==> src/rtl/axi_aw_allocator.sv <==
// Round-robin AW-channel allocator: N_TARG_PORT masters share one slave AW port and push winner IDs to a W-ID FIFO.
// Define AXI_AW_OUT_REG_EN to insert a one-entry output register slice; default is a zero-latency combinational path.
module axi_aw_allocator #(
  parameter int AXI_ADDRESS_W = 32,
  parameter int AXI_USER_W    = 6,
  parameter int N_TARG_PORT   = 7,
  parameter int LOG_N_TARG    = (N_TARG_PORT > 1) ? $clog2(N_TARG_PORT) : 1,
  parameter int AXI_ID_IN     = 16
) (
  input  logic                               clk,
  input  logic                               rst_n,
  input  logic [AXI_ID_IN-1:0]               awid_i     [N_TARG_PORT],
  input  logic [AXI_ADDRESS_W-1:0]           awaddr_i   [N_TARG_PORT],
  input  logic [7:0]                         awlen_i    [N_TARG_PORT],
  input  logic [2:0]                         awsize_i   [N_TARG_PORT],
  input  logic [1:0]                         awburst_i  [N_TARG_PORT],
  input  logic                               awlock_i   [N_TARG_PORT],
  input  logic [3:0]                         awcache_i  [N_TARG_PORT],
  input  logic [2:0]                         awprot_i   [N_TARG_PORT],
  input  logic [3:0]                         awregion_i [N_TARG_PORT],
  input  logic [3:0]                         awqos_i    [N_TARG_PORT],
  input  logic [AXI_USER_W-1:0]              awuser_i   [N_TARG_PORT],
  input  logic [N_TARG_PORT-1:0]             awvalid_i,
  output logic [N_TARG_PORT-1:0]             awready_o,
  output logic [AXI_ID_IN+LOG_N_TARG-1:0]    awid_o,
  output logic [AXI_ADDRESS_W-1:0]           awaddr_o,
  output logic [7:0]                         awlen_o,
  output logic [2:0]                         awsize_o,
  output logic [1:0]                         awburst_o,
  output logic                               awlock_o,
  output logic [3:0]                         awcache_o,
  output logic [2:0]                         awprot_o,
  output logic [3:0]                         awregion_o,
  output logic [3:0]                         awqos_o,
  output logic [AXI_USER_W-1:0]              awuser_o,
  output logic                               awvalid_o,
  input  logic                               awready_i,
  output logic                               push_ID_o,
  output logic [LOG_N_TARG+N_TARG_PORT-1:0]  ID_o,
  input  logic                               grant_FIFO_ID_i
);

  localparam logic [LOG_N_TARG-1:0] LAST_PORT = LOG_N_TARG'(N_TARG_PORT - 1);

  function automatic logic [N_TARG_PORT-1:0] oneHot(input logic [LOG_N_TARG-1:0] idx);
    return {{(N_TARG_PORT-1){1'b0}}, 1'b1} << idx;
  endfunction

  function automatic logic [LOG_N_TARG-1:0] nextPort(input logic [LOG_N_TARG-1:0] idx);
    return (idx == LAST_PORT) ? '0 : idx + 1'b1;
  endfunction

  logic [LOG_N_TARG-1:0] rr_q;
  logic [LOG_N_TARG-1:0] rr_d;
  logic [LOG_N_TARG-1:0] searchIdx;
  logic                  anyValid;
  logic                  found;
  int                    probe;

  assign anyValid = |awvalid_i;

  // Circular priority search starting at the round-robin pointer.
  always_comb begin
    searchIdx = '0;
    found     = 1'b0;
    probe     = 0;
    for (int i = 0; i < N_TARG_PORT; i++) begin
      probe = int'(rr_q) + i;
      if (probe >= N_TARG_PORT) probe = probe - N_TARG_PORT;
      if (!found && awvalid_i[probe]) begin
        found     = 1'b1;
        searchIdx = LOG_N_TARG'(probe);
      end
    end
  end

`ifdef AXI_AW_OUT_REG_EN

  logic                                capture;
  logic                                valid_q;
  logic [AXI_ID_IN+LOG_N_TARG-1:0]     id_q;
  logic [AXI_ADDRESS_W-1:0]            addr_q;
  logic [7:0]                          len_q;
  logic [2:0]                          size_q;
  logic [1:0]                          burst_q;
  logic                                lock_q;
  logic [3:0]                          cache_q;
  logic [2:0]                          prot_q;
  logic [3:0]                          region_q;
  logic [3:0]                          qos_q;
  logic [AXI_USER_W-1:0]               user_q;
  logic [LOG_N_TARG+N_TARG_PORT-1:0]   fifoId_q;

  // The slice accepts a new winner when empty or emptying this cycle, and the ID FIFO has room.
  assign capture   = anyValid & grant_FIFO_ID_i & (~valid_q | awready_i) & rst_n;
  assign rr_d      = capture ? nextPort(searchIdx) : rr_q;
  assign push_ID_o = capture;
  assign awready_o = capture ? oneHot(searchIdx) : '0;

  always_ff @(posedge clk or negedge rst_n) begin
    if (!rst_n) begin
      rr_q     <= '0;
      valid_q  <= 1'b0;
      id_q     <= '0;
      addr_q   <= '0;
      len_q    <= '0;
      size_q   <= '0;
      burst_q  <= '0;
      lock_q   <= 1'b0;
      cache_q  <= '0;
      prot_q   <= '0;
      region_q <= '0;
      qos_q    <= '0;
      user_q   <= '0;
      fifoId_q <= '0;
    end else begin
      rr_q <= rr_d;
      if (capture) begin
        valid_q  <= 1'b1;
        id_q     <= {searchIdx, awid_i[searchIdx]};
        addr_q   <= awaddr_i[searchIdx];
        len_q    <= awlen_i[searchIdx];
        size_q   <= awsize_i[searchIdx];
        burst_q  <= awburst_i[searchIdx];
        lock_q   <= awlock_i[searchIdx];
        cache_q  <= awcache_i[searchIdx];
        prot_q   <= awprot_i[searchIdx];
        region_q <= awregion_i[searchIdx];
        qos_q    <= awqos_i[searchIdx];
        user_q   <= awuser_i[searchIdx];
        fifoId_q <= {searchIdx, oneHot(searchIdx)};
      end else if (awready_i) begin
        valid_q  <= 1'b0;
      end
    end
  end

  assign awvalid_o  = valid_q;
  assign awid_o     = id_q;
  assign awaddr_o   = addr_q;
  assign awlen_o    = len_q;
  assign awsize_o   = size_q;
  assign awburst_o  = burst_q;
  assign awlock_o   = lock_q;
  assign awcache_o  = cache_q;
  assign awprot_o   = prot_q;
  assign awregion_o = region_q;
  assign awqos_o    = qos_q;
  assign awuser_o   = user_q;
  assign ID_o       = fifoId_q;

`else

  typedef enum logic {
    ARB_FREE   = 1'b0,
    ARB_LOCKED = 1'b1
  } lockState_e;

  lockState_e            lock_q;
  logic [LOG_N_TARG-1:0] lockIdx_q;
  logic [LOG_N_TARG-1:0] selIdx;

  assign selIdx    = (lock_q == ARB_LOCKED) ? lockIdx_q : searchIdx;
  assign awvalid_o = anyValid & grant_FIFO_ID_i & rst_n;
  assign push_ID_o = awvalid_o & awready_i;
  assign awready_o = push_ID_o ? oneHot(selIdx) : '0;
  assign rr_d      = push_ID_o ? nextPort(selIdx) : rr_q;

  // A presented but unaccepted request pins the winner until its handshake; an ID FIFO stall keeps the lock.
  always_ff @(posedge clk or negedge rst_n) begin
    if (!rst_n) begin
      rr_q      <= '0;
      lock_q    <= ARB_FREE;
      lockIdx_q <= '0;
    end else begin
      rr_q <= rr_d;
      if (push_ID_o) begin
        lock_q <= ARB_FREE;
      end else if (awvalid_o) begin
        lock_q    <= ARB_LOCKED;
        lockIdx_q <= selIdx;
      end else if (!anyValid) begin
        lock_q <= ARB_FREE;
      end
    end
  end

  assign awid_o     = {selIdx, awid_i[selIdx]};
  assign awaddr_o   = awaddr_i[selIdx];
  assign awlen_o    = awlen_i[selIdx];
  assign awsize_o   = awsize_i[selIdx];
  assign awburst_o  = awburst_i[selIdx];
  assign awlock_o   = awlock_i[selIdx];
  assign awcache_o  = awcache_i[selIdx];
  assign awprot_o   = awprot_i[selIdx];
  assign awregion_o = awregion_i[selIdx];
  assign awqos_o    = awqos_i[selIdx];
  assign awuser_o   = awuser_i[selIdx];
  assign ID_o       = {selIdx, oneHot(selIdx)};

`endif

endmodule

==> config.mk <==
export PLATFORM = sky130hd
export DESIGN_NAME = axi_aw_allocator
export DESIGN_NICKNAME = d
export VERILOG_FILES = /design/src/rtl/axi_aw_allocator.sv
export SDC_FILE = /design/constraint.sdc
export NUM_CORES = 1
export LEC_CHECK = 0
export ABC_AREA = 1
export CAP_MARGIN = 20
export CORE_AREA = 2 2 272 274
export CTS_CLUSTER_SIZE = 28
export DETAILED_ROUTE_END_ITERATION = 10
export DIE_AREA = 0 0 274 276
export HOLD_SLACK_MARGIN = 0.12
export PLACE_DENSITY = 0.49
export SYNTH_ARGS = -nofsm -noshare
export SYNTH_HDL_FRONTEND = slang
export SYNTH_SLANG_ARGS = --single-unit
==> constraint.sdc <==
create_clock -name clk -period 5.6 [get_ports clk]
set_input_delay 1.12 -clock clk [delete_from_list [all_inputs] [get_ports clk]]
set_output_delay 1.12 -clock clk [all_outputs]
set_load 0.005 [all_outputs]
==> results of run 1 <==
## layer usage
layer	global-route usage, %	vias up	share of wire [%]
li1	-	7755	-
met1	18.4	6771	41
met2	28.3	582	50
met3	2.63	50	7.1
met4	3.07	4	2.0
met5	0	-	0.041
## worst register-to-register path, stage by stage, from the launching register on
cell     delay, ns
dfrtp_2       0.44
inv_1         0.16
ha_1          0.29
nand2_1       0.14
nand4_1       0.24
nand2_2       0.19
nand2_1       0.08
nand3_1       0.07
nand3_1       0.09
nand2_2       0.12
nand4_4       0.14
nor2_4        0.15
buf_4         0.12
nand2_1       0.07
nand2_1       0.07
inv_1         0.03
nand2_1       0.10
nand2_1       0.10
nand2_4       0.19
buf_12        0.21
nand3_1       0.16
nand2_1       0.14
inv_1         0.05
nand2_1       0.06
nand2_1       0.05
## metrics by stage
stage          cells  utilization (%)  hold WS (ns)  area [sq um]
2_1_floorplan   2008                -         0.446          8690
3_3_place_gp    3639             24.0         0.467         17500
3_5_place_dp    3639             24.0         0.479         17500
4_1_cts         3646             24.3         0.488         17600
5_1_grt         3696             26.1         0.499         18900
6_report        3697             26.1         0.482         18900
## repair_timing
item	4_1_cts	5_1_grt
pin swaps	1	19
cloned	2	12
setup endpoints to repair	78	98
setup buffers	1	38
resized for setup	19	198
## Yosys cell counts
| master | count |
|---|---|
| nand3_2 | 2 |
| nand2_1 | 1298 |
| o21ai_1 | 6 |
| inv_1 | 51 |
| o21ai_2 | 4 |
| nor3_1 | 1 |
| buf_1 | 6 |
| a21boi_1 | 1 |
| or2_2 | 1 |
| o211ai_1 | 5 |
| dfrtp_1 | 7 |
| nand2_4 | 2 |
| buf_4 | 24 |
| nor2_2 | 2 |
| nand2_2 | 3 |
| o311ai_1 | 1 |
| o211ai_2 | 1 |
| inv_2 | 11 |
| nand4_1 | 9 |
| nor2_4 | 1 |
| clkinv_1 | 1 |
| nand2_8 | 1 |
| clkbuf_1 | 40 |
| ha_1 | 12 |
| buf_2 | 82 |
| nand4_2 | 1 |
| nand3_1 | 379 |
| buf_6 | 3 |
| nor4_1 | 1 |
| o31ai_1 | 1 |
| nor3_2 | 1 |
| o21ai_0 | 15 |
| a21oi_1 | 4 |
| nor2_1 | 30 |
| a21boi_2 | 1 |
## worst paths after layout
kind	start	endpoint	slack, ns	cells past startpoint
max reg2reg	rr_q[2]	rr_q[2]	2.00	24
min in group asynchronous	rst_n	lock_q	1.17	1
max	awvalid_i[5]	awregion_o[1]	0.13	25
min reg2reg	lockIdx_q[0]	lockIdx_q[0]	0.48	2
max in group asynchronous	rst_n	rr_q[2]	4.15	1
min	lockIdx_q[0]	lockIdx_q[0]	0.48	2
## kinds of logic (layout without fill, tap and decap cells)
family	count (synthesis)	in the layout	synth area share, %
adder cells (fa/ha/maj)	12	12	1.73
flip-flops	7	7	2.02
AO/OA/AOI/OAI	39	39	2.82
AND/OR/NAND/NOR	1732	1735	81.5
buffers and inverters	218	944	11.9
other	0	1	0
## area by class of cell
| cell class | count | area [sq um] |
|---|---|---|
| fill | 8361 | 53700 |
| timing repair buffer | 877 | 9360 |
| multi-input combinational | 1786 | 7840 |
| tap | 959 | 1200 |
| inverter | 63 | 251 |
| sequential | 7 | 179 |
| clock buffer | 4 | 78.8 |
| antenna | 1 | 2.50 |
## flip-flops by register name (all words and copies together), names as in the netlist
signal	cells
lockIdx_q	3
rr_q	3
lock_q	1
==> summary.txt, run 1 <==
outcome - complete, no violations
synthesized area per cell - 4.33 sq um
die width - 274 um
htree depth - 1
Ys Warns - 0
DRT Wirelength - 65800 um
final slew viol count - 0
Sink Count - 7
Critical Path RT - 4.48 ns
Rel. slew slack - 62.7%
Worst Setup End Kind - output port
share of layout cells above drive strength 1 - 10.9%
final-report hold violation count - 0
Area Overhead vs Synth - 118%
max incr delay on CP - 0.50 ns
GRT overflow - 0
Cell Area, Synth - 8690 sq um
WP data arrival - 4.35 ns
ANT nets after route - 0
vias per cell - 4.10
post-synth top area cell - nand2_1
Crit Path Max Fanout - 13
total die area - 75600 sq um
Max Clk Rate - 183 MHz
initial antenna violation count - 3
Worst Tran Pin Value - 0.559 ns
Iter 0 DRT Violations - 842
Worst Hold Class - register to register
pre-CTS setup slack - -0.117 ns
most frequent cells in the layout - nand2_1, clkdlybuf4s50_1, nand3_1
gr usage total - 15.4%
# DRC - 0
Synth area leaders - nand2_1, nand3_1, buf_2, inv_1, buf_4
worst path buffer plus inverter count - 6
most used cell, CP - nand2_1
Top delay family on crit path - simple AND/OR/NAND/NOR gates
number of global-route vias before repair - 14.5k
critical path type - input pin to output port
Num CTS Buffers - 3
Mapped Cells - 2008
TNS Setup - 0 ns
Die Y-Extent - 276 um
Ports - 697
Syn Nets - 2612
PortBufs - 696
startpoint types - input pin
Clock transition at path regs - 0.03 ns
Routed wire per std cell - 17.8 um
CTS tree - yes
top cell type's share of synthesized area - 56.1%
RSZ-0062 raised after global routing - yes
largest net degree at the start of global routing - 70
crit path max-delay cell type - clkdlybuf4s50_1
CORE AREA - 72600 sq um
Skew-Pair Late Insertion Delay - 0.23 ns
commonest non-fill, non-tap cell in the layout - nand2_1
# rows - 99
register area share after synthesis - 2.02%
Setup WS post-layout - 0.134 ns
nets - 3342
Cell variety after synth - 35
DR pass1 iterations - 5
hpwl dp - 51000 um
hold_buf cts - 0
Max clock buf depth - 2
Tmin final - 5.47 ns
final RePlAce weighted congestion - 0.928
FF+latch count, synth - 7
final setup violating endpoints - 0
first-pass GRT wire length - 90100 um
Clock Skews - 0.000990 ns
# Max-Cap Violations - 0
CTS root buffer - clkbuf_16
starting density of the core - 12.0%
period utilization - 97.6%
routed vias - 15.2k
Power of run 1 is left out: the tool's default activity adds up to more than one toggle a clock period on the data nets, which glitch-free logic cannot reach.
==> run 2, diff against run 1 <==
--- a/config.mk
+++ b/config.mk
@@ -11,7 +11,6 @@
 export CTS_CLUSTER_SIZE = 28
 export DETAILED_ROUTE_END_ITERATION = 10
 export DIE_AREA = 0 0 274 276
-export HOLD_SLACK_MARGIN = 0.12
 export PLACE_DENSITY = 0.49
 export SYNTH_ARGS = -nofsm -noshare
 export SYNTH_HDL_FRONTEND = slang
==> results of run 2 <==
No change in the layout: final DEF, timing and power equal those of run 1.
Power of run 2 is left out for the same reason.
==> run 3, diff against run 2 <==
--- a/config.mk
+++ b/config.mk
@@ -11,7 +11,7 @@
 export CTS_CLUSTER_SIZE = 28
 export DETAILED_ROUTE_END_ITERATION = 10
 export DIE_AREA = 0 0 274 276
-export PLACE_DENSITY = 0.49
+export PLACE_DENSITY_LB_ADDON = 0.2
 export SYNTH_ARGS = -nofsm -noshare
 export SYNTH_HDL_FRONTEND = slang
 export SYNTH_SLANG_ARGS = --single-unit
==> constraint.sdc (replaced) <==
create_clock -name clk -period 5.3 [get_ports clk]
set_input_delay 1.06 -clock clk [delete_from_list [all_inputs] [get_ports clk]]
set_output_delay 1.06 -clock clk [all_outputs]
set_load 0.005 [all_outputs]
==> run 3 against run 2 <==
Utilization grew 1.5 points. Final cell count grew 3.0%. Flip-flop and latch count is the same. Hold slack gained 0.0038 ns. First-iteration DRC count shrank 7.0%. Clock skew grew 0.00090 ns. Register-to-register slack lost 0.35 ns. Sequential share of layout area shrank 0.070 points. Die area is the same. Critical endpoint is now awuser_o[5]. Largest cell class unchanged.
==> summary.txt, run 3 (synthesized netlist as in run 1, its figures left out) <==
outcome - complete, no violations
share of layout cells above drive strength 1 - 15.5% (+4.5 points)
Rel. slew slack - 63.6% (+0.93 points)
htree depth - 1 (unchanged)
Clock transition at path regs - 0.04 ns (about the same)
final cell count without fillers - 3808 (+3.0%)
ANT nets after route - 0 (unchanged)
CTS root buffer - clkbuf_16
commonest non-fill, non-tap cell in the layout - nand2_1
RSZ-0062 raised after global routing - yes
Worst Tran Pin Value - 0.545 ns (-0.0139 ns)
routed vias - 15.6k (+2.6%)
total die area - 75600 sq um (unchanged)
period utilization - 97.0%
PortBufs - 696 (unchanged)
Clock Skews - 0.00189 ns (+0.000903 ns)
initial antenna violation count - 12 (+9)
Regs by FF count - lockIdx_q: 3 flops, rr_q: 3 flops, lock_q: 1 flops
Area Overhead vs Synth - 130%
most frequent cells in the layout - nand2_1, clkdlybuf4s50_1, nand3_1
largest net degree at the start of global routing - 100 (+43%)
Max clock buf depth - 2 (unchanged)
final slew viol count - 0 (unchanged)
die width - 274 um (unchanged)
CTS tree - yes
WP data arrival - 4.08 ns (-0.27 ns)
final-report hold violation count - 0 (unchanged)
Num CTS Buffers - 3 (unchanged)
critical path type - register to output port
CORE AREA - 72600 sq um (unchanged)
# Max-Cap Violations - 0 (unchanged)
Critical Path RT - 4.24 ns (-0.24 ns)
R2R cell count - 27 (+13%)
fillcell total - 8449 (+1.1%)
Cells after DPL - 3703 (+1.8%)
final RePlAce weighted congestion - 0.907 (-2.3%)
Routed wire per std cell - 19.5 um (+9.3%)
hpwl dp - 55400 um (+8.7%)
DR pass1 iterations - 5 (unchanged)
Sink Count - 7 (unchanged)
Die Y-Extent - 276 um (unchanged)
number of global-route vias before repair - 15.3k (+5.3%)
GRT overflow - 0 (unchanged)
hold_buf cts - 0 (unchanged)
Worst Hold Class - register to register
# rows - 99 (unchanged)
gr usage total - 17.4% (+2.0 points)
Iter 0 DRT Violations - 783 (-7.0%)
DRT Wirelength - 74100 um (+13%)
Tmin final - 5.14 ns
Crit Path Max Fanout - 21 (+8)
starting density of the core - 12.0% (unchanged)
final setup violating endpoints - 0 (unchanged)
# DRC - 0 (unchanged)
Hold Path Cell Cnt - 2 (unchanged)
vias per cell - 4.09 (-0.38%)
Ports - 697 (unchanged)
first-pass GRT wire length - 99800 um (+11%)
Skew-Pair Late Insertion Delay - 0.23 ns (about the same)
startpoint types - register
nets - 3444 (+3.1%)
Worst Setup End Kind - output port
Max Clk Rate - 195 MHz
run 3: changes by cell type in the layout (fill, tap and decap cells not counted), sizes merged, moves of 9 or more:
cell | before | now
dlygate4sd2 | 2 | 41
diode | 1 | 10
clkdlybuf4s50 | 630 | 601
clkbuf | 14 | 29
buf | 171 | 267
clkdlybuf4s15 | 0 | 11
dlymetal6s2s | 64 | 31
run 3: timing repair:
item,4_1_cts,5_1_grt
endpoints found under the setup margin,89,96
buffers inserted,16,52
cloned,11,16
gates resized for setup,173,151
pin swaps,4,23
run 3: per-stage QoR:
stage / hold WS (ns) / setup WS, ns / TNS (ns) / utilization (%) / cell area (sq um)
2_1_floorplan: 0.446 / 1.11 / 0 / - / 8690
3_3_place_gp: 0.468 / -0.273 / -11.22 / 24.8 / 18000
3_5_place_dp: 0.474 / -0.255 / -10.32 / 24.8 / 18000
4_1_cts: 0.483 / -0.0409 / -0.234 / 26.0 / 18900
5_1_grt: 0.511 / -0.133 / -0.604 / 27.5 / 20000
6_report: 0.486 / 0.159 / 0 / 27.5 / 20000
run 3: cell type report:
class / instances / area [sq um] / area share [%]
diodes: 10 / 25.0 / 0.125
well taps: 959 / 1200 / 6.00
multi-input cells: 1785 / 7900 / 39.5
inverters: 63 / 251 / 1.26
clock buffers: 4 / 78.8 / 0.394
flip-flops and latches: 7 / 175 / 0.876
repair buffers: 980 / 10400 / 51.8
run 3: path summary, 6_finish.rpt:
check | from | to | slack (ns)
min | lockIdx_q[0] | lockIdx_q[0] | 0.49
max reg2reg | rr_q[1] | rr_q[2] | 1.65
max | rr_q[1] | awuser_o[5] | 0.16
min reg2reg | lockIdx_q[0] | lockIdx_q[0] | 0.49
min in group asynchronous | rst_n | lock_q | 1.14
max in group asynchronous | rst_n | rr_q[1] | 3.85
run 3: layer usage:
metal / up-vias / global-route usage [%] / share of wire [%]
li1: 7985 / - / -
met1: 6990 / 20.9 / 42
met2: 517 / 32.0 / 50
met3: 62 / 3.05 / 6.1
met4: 4 / 3.27 / 1.8
met5: - / 0 / 0.040
run 3: critical path: stages, from the launching register on:
cell	delay (ns)
dfrtp_1	0.38
buf_4	0.14
buf_4	0.14
ha_1	0.23
nand2_1	0.10
nand4_1	0.21
nand2_2	0.17
nor2_1	0.07
nor2_1	0.11
nand2_2	0.11
nand2_4	0.11
nand3_1	0.09
nor2_2	0.14
nand3_1	0.10
nor2_2	0.13
nor2_4	0.06
nand2_8	0.13
buf_16	0.16
buf_12	0.15
buf_12	0.16
nand3_1	0.08
nand2_1	0.10
nand2_1	0.08
nand2_1	0.07
nand2_1	0.04
nand2_1	0.05
clkdlybuf4s50_1	0.49
Power of run 3 is left out for the same reason.
==> variant: new RTL, config.mk and constraints of run 1 <==
The parameter `AXI_ADDRESS_W` goes from 32 to 16.
--- a/src/rtl/axi_aw_allocator.sv
+++ b/src/rtl/axi_aw_allocator.sv
@@ -2,5 +2,5 @@
 // Define AXI_AW_OUT_REG_EN to insert a one-entry output register slice; default is a zero-latency combinational path.
 module axi_aw_allocator #(
-  parameter int AXI_ADDRESS_W = 32,
+  parameter int AXI_ADDRESS_W = 16,
   parameter int AXI_USER_W    = 6,
   parameter int N_TARG_PORT   = 7,
Ports: changed (resized awaddr_i and awaddr_o); port bits go from 697 to 569. The function was not compared with the original's and may differ.
==> variant against run 1 <==
Critical path depth up 6. Wire length down 16%. Via count fell by 15%. Sequential cell count unchanged. Clock skew grew 0.00082 ns. Setup slack gained 0.075 ns. Synthesized area shrank 15%. Design area fell by 14%. Global-route usage is 2.9 points lower.
Power is left out: the tool's default activity adds up to more than one toggle a clock period on the data nets, which glitch-free logic cannot reach.
==> variant: results (changes against run 1) <==
The total global routing track utilization is 0.1250 (-0.02860). The actual transition at the worst max-transition pin was 0.6420 ns (+0.08323 ns); the layout cell share with drive strength beyond 1 was 0.1206 (+0.01138). The run gives 0.1611 (-0.02292) as the met1 capacity usage during global routing. The final wirelength is 55590 µm (-16%), and the number of port buffers is 568 (-18%).

The critical path launch point is rr_q[1]$_DFFE_PN0P_. The number of placed cells counting well taps is 3219 (-12%), and the average detailed-routed wire length per instance is 16.97 µm (-4.6%). The arrival time of data at the critical path endpoint was 4.27 ns (-0.08 ns); the clock-pin transition on the worst setup and hold timing paths was 0.04 ns. Number of global-route vias before repair: 12271 (-16%). The peak fanout along the critical path works out to 7 (-6).

The fraction of the mapped netlist area in compound gates was 0.03602 (+0.007792); the number of warnings printed during yosys synthesis was 0 (unchanged). For the detailed-router iteration count before antenna repair, the log shows 5 (unchanged). The flow ran to the end, and the final reports show no timing, DRC or antenna violations. The number of buffers added by the clock tree synthesis step is 3 (unchanged). The initial antenna violation count came out at 7 (+4). Final net count: 2806 (-16%).

The cell family with the largest share of critical-path delay is simple AND/OR/NAND/NOR gates. The logs give 2188 (-16%) for the net count after synthesis and 686 (-19%) for the starting DRC count in detailed routing. For the global routing usage on met3, the log shows 0.02102 (-0.005298). The placed cell area is 14950 µm² (-14%), and the length of routed wiring on met1 is 23840 µm (-11%). The global-route wire length before repair was 73820 µm (-18%); the amount of wire on met2 after detailed routing was 26590 µm (-19%).

After synthesis, the cell types taking the most area are sky130_fd_sc_hd__nand2_1, sky130_fd_sc_hd__nand3_1, sky130_fd_sc_hd__buf_2. By count the netlist is led by sky130_fd_sc_hd__nand2_1, sky130_fd_sc_hd__nand3_1, sky130_fd_sc_hd__buf_2. The number of cells produced by synthesis is 1696 (-16%), and the path depth of the worst reg2reg path is 26 (+8.3%). The tools report the setup skew after layout as 0.001812 ns (+0.0008212 ns). The met2 demand-to-capacity share in global routing was 0.2189 (-0.06462); the number of H-tree branching levels was 1 (unchanged). The largest registers in the layout are lockIdx_q: 3 flops, rr_q: 3 flops, lock_q: 1 flops.

The post-synthesis share of cell area spent on full adders, half adders and majority gates works out to 0.02029 (+0.003011). Maximum number of pins on one net before global-route repair: 110 (+57%). The number of distinct library cells after synthesis is 32 (-8.6%), and the stage delay of the slowest cell on the critical path is 0.51 ns. Post-synthesis sequential area ratio: 0.02368 (+0.003512). The sum of net half-perimeters after detailed placement is 41730 µm (-18%), and the sum of met3 wire segment lengths after detailed routing is 4351 µm (-6.6%).

The maximum clock path buffer count is 2 (unchanged), and the total via count after detailed routing is 12893 (-15%).
variant: cell types whose count changed after synthesis, sizes merged, moves of 3 or more:
cell           run 1  this run
a21oi              4        10
buf              115        95
clkbuf            40        33
inv               62        54
nand2           1304      1081
nand3            381       317
nor2              33        38
o211ai             6         3
o21ai             25        29
variant: final timing paths:
| kind | end | slack [ns] |
|---|---|---|
| max | awregion_o[2] | 0.21 |
| min | lockIdx_q[0]$_DFFE_PN0P_ | 0.49 |
| max reg2reg | rr_q[0]$_DFFE_PN0P_ | 2.03 |
| min reg2reg | lockIdx_q[0]$_DFFE_PN0P_ | 0.49 |
| max in group asynchronous | rr_q[1]$_DFFE_PN0P_ | 4.14 |
| min in group asynchronous | lockIdx_q[0]$_DFFE_PN0P_ | 1.17 |
variant: through the flow:
step	TNS [ns]	utilization	worst slack, ns
3_3_place_gp	-0.5944	0.2060	-0.07471
5_1_grt	-0.2288	0.2250	-0.03796
4_1_cts	-0.00004841	0.2078	-0.00004841
2_1_floorplan	0	-	1.443
6_report	0	0.2250	0.2086
3_5_place_dp	-0.2496	0.2060	-0.06187
variant: final cells by class:
type / instances / area, µm²
Clock buffer: 4 / 78.83
Inverter: 54 / 212.7
Multi-Input combinational cell: 1507 / 6685
Antenna cell: 3 / 7.507
Sequential cell: 7 / 178.9
Fill cell: 8415 / 56260
Tap cell: 959 / 1200
Timing Repair Buffer: 741 / 7969
variant: timing repair:
action	4_1_cts	5_1_grt
cloned	0	20
setup endpoints to repair	21	81
setup buffers	0	29
pin swaps	0	16
gates resized for setup	15	156
endpoints found under the hold margin	0	0
